## src/rtl/sipo_loader_if.sv

```systemverilog
// Handshake bundle between a serial bit source, the SIPO loader and the
// downstream dff_en storage bank.
interface sipo_loader_if #(
    parameter int WIDTH = 8
);
    localparam int CW = $clog2(WIDTH + 1);

    logic          s_data;
    logic          s_valid;
    logic          s_ready;
    logic          abort;
    logic [WIDTH-1:0] word;
    logic          word_valid;
    logic          word_ready;
    logic          word_en;
    logic [CW-1:0] bit_count;

    modport slave (
        input  s_data, s_valid, abort, word_ready,
        output s_ready, word, word_valid, word_en, bit_count
    );

    modport master (
        output s_data, s_valid, abort, word_ready,
        input  s_ready, word, word_valid, word_en, bit_count
    );
endinterface

```

## src/rtl/sipo_loader.sv

```systemverilog
// Serial-in parallel-out loader: assembles WIDTH bits into a word and strobes
// the storage bank enable once when the consumer accepts it.
module sipo_loader #(
    parameter int WIDTH     = 8,
    parameter bit MSB_FIRST = 1'b1
) (
    input  logic          clk,
    input  logic          rst_n,
    sipo_loader_if.slave  bus
);
    localparam int CW = $clog2(WIDTH + 1);

    typedef enum logic {FILL, HOLD} state_t;

    state_t           state_q, state_d;
    logic [WIDTH-1:0] shift_q, shift_d;
    logic [CW-1:0]    count_q, count_d;
    logic             valid_q, valid_d;
    logic             s_ready;
    logic             word_en;

    assign s_ready = rst_n & ~bus.abort & (state_q == FILL);
    assign word_en = rst_n & valid_q & bus.word_ready & ~bus.abort;

    assign bus.s_ready    = s_ready;
    assign bus.word_en    = word_en;
    assign bus.word       = shift_q;
    assign bus.word_valid = valid_q;
    assign bus.bit_count  = count_q;

    // Abort outranks the word handshake, which outranks a bit transfer.
    always_comb begin
        state_d = state_q;
        shift_d = shift_q;
        count_d = count_q;
        valid_d = valid_q;
        if (bus.abort) begin
            state_d = FILL;
            count_d = '0;
            valid_d = 1'b0;
        end else if (word_en) begin
            state_d = FILL;
            count_d = '0;
            valid_d = 1'b0;
        end else if (bus.s_valid && s_ready) begin
            if (MSB_FIRST) begin
                shift_d = {shift_q[WIDTH-2:0], bus.s_data};
            end else begin
                shift_d = {bus.s_data, shift_q[WIDTH-1:1]};
            end
            count_d = count_q + CW'(1);
            if (count_q == CW'(WIDTH - 1)) begin
                state_d = HOLD;
                valid_d = 1'b1;
            end
        end
    end

    always_ff @(posedge clk) begin
        if (!rst_n) begin
            state_q <= FILL;
            shift_q <= '0;
            count_q <= '0;
            valid_q <= 1'b0;
        end else begin
            state_q <= state_d;
            shift_q <= shift_d;
            count_q <= count_d;
            valid_q <= valid_d;
        end
    end
endmodule

```

## src/flat_wrapper.sv

```systemverilog
// flat-port wrapper written by rule: the top's interface ports become plain ports
module sipo_loader_flat 
#(
    parameter int WIDTH     = 8,
    parameter bit MSB_FIRST = 1'b1
)
  (clk, rst_n, bus_s_data, bus_s_valid, bus_abort, bus_word_ready, bus_s_ready, bus_word, bus_word_valid, bus_word_en, bus_bit_count);
  sipo_loader_if #(.WIDTH(WIDTH)) bus_i ();
  input  logic clk;
  input  logic rst_n;
  input wire logic [$bits(bus_i.s_data)-1:0] bus_s_data;
  input wire logic [$bits(bus_i.s_valid)-1:0] bus_s_valid;
  input wire logic [$bits(bus_i.abort)-1:0] bus_abort;
  input wire logic [$bits(bus_i.word_ready)-1:0] bus_word_ready;
  output wire logic [$bits(bus_i.s_ready)-1:0] bus_s_ready;
  output wire logic [$bits(bus_i.word)-1:0] bus_word;
  output wire logic [$bits(bus_i.word_valid)-1:0] bus_word_valid;
  output wire logic [$bits(bus_i.word_en)-1:0] bus_word_en;
  output wire logic [$bits(bus_i.bit_count)-1:0] bus_bit_count;
  assign bus_i.s_data = bus_s_data;
  assign bus_i.s_valid = bus_s_valid;
  assign bus_i.abort = bus_abort;
  assign bus_i.word_ready = bus_word_ready;
  assign bus_s_ready = bus_i.s_ready;
  assign bus_word = bus_i.word;
  assign bus_word_valid = bus_i.word_valid;
  assign bus_word_en = bus_i.word_en;
  assign bus_bit_count = bus_i.bit_count;
  sipo_loader #(.WIDTH(WIDTH), .MSB_FIRST(MSB_FIRST)) u_core (.clk(clk), .rst_n(rst_n), .bus(bus_i));
endmodule
```

## config.mk

```make
export PLATFORM = sky130hd
export DESIGN_NAME = sipo_loader_flat
export DESIGN_NICKNAME = d
export VERILOG_FILES = /design/src/rtl/sipo_loader_if.sv /design/src/rtl/sipo_loader.sv /design/src/flat_wrapper.sv
export SDC_FILE = /design/constraint.sdc
export NUM_CORES = 1
export LEC_CHECK = 0
export CAP_MARGIN = 20
export CORE_AREA = 2 2 39 41
export CTS_CLUSTER_DIAMETER = 150
export DETAILED_ROUTE_END_ITERATION = 10
export DIE_AREA = 0 0 41 43
export PLACE_DENSITY = 0.88
export SLEW_MARGIN = 0
export SYNTH_ARGS = -nofsm -noshare
export SYNTH_HDL_FRONTEND = slang
export SYNTH_SLANG_ARGS = --single-unit
```

## constraint.sdc

```tcl
create_clock -name clk -period 1.5 [get_ports clk]
set_input_delay 0.3 -clock clk [delete_from_list [all_inputs] [get_ports clk]]
set_output_delay 0.3 -clock clk [all_outputs]
set_load 0.02 [all_outputs]
```

==> results.json, run 1 <==
{
  "syn_avg_cell_area_um2": 8.917,
  "cts_buffers": 3,
  "fp-row-count": 14,
  "comb_power_share_pct": 8.8,
  "ff2ff_setup_slack_ns": 0.27,
  "grt_use_met1_pct": 19.21,
  "initial_core_util_pct": 40.60,
  "cts_sinks": 13,
  "min_period_ns": 1.442,
  "synth_edf_count": 0,
  "detailedPlace.worstSlack_ns": -0.3994,
  "avgRoutedWirePerCell_um": 10.90,
  "gr-total-overflow": 0,
  "fmax_ghz": 0.6936,
  "antenna_left": 0,
  "fin_util_pct": 58.59,
  "cp.arrival_ns": 1.14,
  "setup_viol": 0,
  "cp.buffers_inverters": 2,
  "viasPerCell": 5.009,
  "swShare_pct": 22.76,
  "synth_area_leaders": "dfxtp_1 46%, nand2_1 14%, a21boi_1 11%",
  "dp_hpwl_um": 849.8,
  "crit_chain": "clkdlybuf4s50_1 > nand2b_2 > nor2_1 > buf_2",
  "grt_use_total_pct": 15.81,
  "timing.final.ws_setup_ns": 0.05833,
  "drive_gt1_share_pct": 17.78,
  "die_x_um": 41,
  "cp-start-kind": "input pin",
  "final_nets": 98,
  "power_frac_seq_pct": 56.0,
  "drv_cap": 0,
  "port_buffers": 20,
  "die_area_mm2": 0.001763,
  "crit_path_max_fanout": 2,
  "grt_pass1_vias": 427,
  "path_class": "input pin to output pin",
  "grt_busiest_layer": "met2",
  "finalPower_uw": 621.4,
  "tightest_slew_ns": 0.2201,
  "slowest_delay_ns": 0.41,
  "cts_tree": "done",
  "powerDensity_mw_per_mm2": 766.4,
  "setup_tns_ns": 0,
  "synth.top_cell.area_share_pct": 46.33,
  "crit_path_top_delay_cell": "clkdlybuf4s50_1",
  "synth.distinct_cells": 20,
  "gr-usage-met2_pct": 22.81,
  "leakagePower_uw": 0.0003718,
  "drcViolationCount": 0,
  "worst_skew_pair.late_latency_ns": 0.28,
  "vias": 531,
  "use_met3_pct": 6.806,
  "grt_pass1_wl_um": 1869,
  "synth_cells": 63,
  "yosysTopAreaCell": "dfxtp_1",
  "clkPwrFrac_pct": 35.1,
  "synthToLayoutAreaGrowth_pct": 44.32,
  "post-route-period-util_pct": 96.11,
  "synth_most_common_cell": "nand2_1",
  "rsz0062_at_grt": "false",
  "drt-pass1-iter-count": 4,
  "synth-seq-area-share_pct": 46.33,
  "p_sw_uw": 141.5,
  "cts_hold_buf": 0,
  "hold_violations": 0,
  "gp_congestion": 0.7285,
  "pin_count": 21,
  "internal_power_uw": 479.9,
  "num-fill-cells": 123,
  "skew_ns": 0.003523,
  "diodes": 0,
  "worstHoldPathType": "register to register",
  "ys_warn_count": 0,
  "first_iter_violations": 12,
  "regArea_um2": 260.3,
  "ys_top_cells_by_count": "21 x nand2_1, 13 x dfxtp_1, 8 x a21boi_1",
  "slew_violations": 0,
  "async_flop_share_pct": 0,
  "slew_headroom_pct": 85.38,
  "synth_area_um2": 561.8,
  "cts.reportedPaths.clkPinSlew_ns": 0.08,
  "drt-total-wl_um": 1155,
  "die_y_um": 43,
  "grt_max_degree": 12,
  "status": "finished, final reports clean",
  "crit_family": "buffers and inverters",
  "antenna_found_initial": 0,
  "vdd_drop_max_mv": 0.5471,
  "core_mm2": 0.001384,
  "synth_nets": 70,
  "multi_input_area_um2": 275.3,
  "synthFlopType": "dfxtp_1",
  "end_kind": "output pin",
  "required_ns": 1.20,
  "htree_levels": 1,
  "cts_max_path_buffers": 2,
  "cts-root-buf": "clkbuf_4",
  "ys_seq_elements": 13
}
==> area by class of cell <==
| cell class | count | area share [%] |
|---|---|---|
| multi-input combinational | 46 | 33.95 |
| inverter | 1 | 0.4630 |
| tap | 16 | 2.469 |
| clock buffer | 4 | 3.241 |
| sequential | 13 | 32.10 |
| timing repair buffer | 26 | 27.78 |
==> repair_timing <==
item                                    in CTS  in global routing
setup buffers                                0                  0
resized for setup                           21                  3
pin swaps                                    0                  1
endpoints found under the setup margin      15                  1
==> logic make-up (layout without fill, tap and decap cells) <==
| group | after synthesis | count (layout) | synth area share [%] |
|---|---|---|---|
| AOI/OAI and AO/OA | 10 | 10 | 13.14 |
| xor gates and xnor gates | 1 | 1 | 1.559 |
| adders and majority gates | 1 | 1 | 2.227 |
| buffers and inverters | 4 | 31 | 5.119 |
| DFF | 13 | 13 | 46.33 |
| muxes | 2 | 2 | 3.564 |
| and+or+nand+nor | 32 | 32 | 28.07 |
==> per-layer routing <==
layer,part of all wire [%],up-vias
met4,1.5,0
met5,0,-
met1,45,241
li1,-,266
met2,46,21
met3,7.4,3
==> path summary, 6_finish.rpt <==
check,startpoint,to,cells after the start
worst min-delay path,u_core.bus.word[7],u_core.bus.word[7],2
worst max-delay path,bus_abort,bus_s_ready,4
worst min register to register,u_core.bus.word[7],u_core.bus.word[7],2
worst max register to register,u_core.state_q,u_core.bus.word[5],5
==> state kept, by name, indices dropped and copies added, names as in the netlist <==
signal and flops:
u_core.bus.bit_count 4, u_core.bus.word 8, u_core.state_q 1
==> cells in the final DEF (no fill, tap or decap) <==
cell,instances
nand2_1,21
nand4bb_1,1
a21oi_1,1
a21boi_1,8
dfxtp_1,13
ha_1,1
nor2_1,2
dlygate4sd2_1,13
buf_2,1
clkbuf_1,1
and2b_2,1
buf_4,6
and4bb_4,1
clkbuf_4,3
a41oi_1,1
inv_1,1
xnor2_1,1
buf_6,1
nand4_1,1
nand2b_2,1
nor2_2,2
nand3_1,2
mux2i_1,2
clkdlybuf4s50_1,5
==> power by group through the flow <==
| stage | Sequential (uW) | Combinational (uW) | Clock, uW |
|---|---|---|---|
| 6_report | 348 | 54.9 | 218 |
| 5_1_grt | 348 | 59.0 | 235 |
| 4_1_cts | 348 | 55.0 | 221 |
| 3_5_place_dp | 356 | 57.4 | 0 |
| 3_3_place_gp | 356 | 56.1 | 0 |
| 2_1_floorplan | 358 | 28.2 | 0 |
==> through the flow <==
| step | hold slack, ns | instances | cell area, um2 |
|---|---|---|---|
| finish | 0.4575 | 106 | 810.8 |
| CTS | 0.4627 | 106 | 802.0 |
| global placement | 0.4433 | 102 | 802.0 |
| global route | 0.4862 | 106 | 810.8 |
| detailed placement | 0.4545 | 102 | 802.0 |
| floorplan | 0.4349 | 63 | 561.8 |
==> tightest hold or removal path, cell delays in order (launching register included) <==
cell and delay [ns]:
dfxtp_1 0.31, nand2_1 0.05, a21boi_1 0.05
No activity file was read; power rests on OpenSTA's default activity.
==> inputs of run 2 (changes only) <==
CTS_CLUSTER_SIZE = 25   (was unset)
==> results of run 2 <==
Final layout, timing and power as in run 1 (identical DEF).
==> inputs of run 3 (changes only) <==
ABC_CLOCK_PERIOD_IN_PS = 1500   (was unset)
==> results of run 3 <==
Final layout, timing and power as in run 1 (identical DEF).
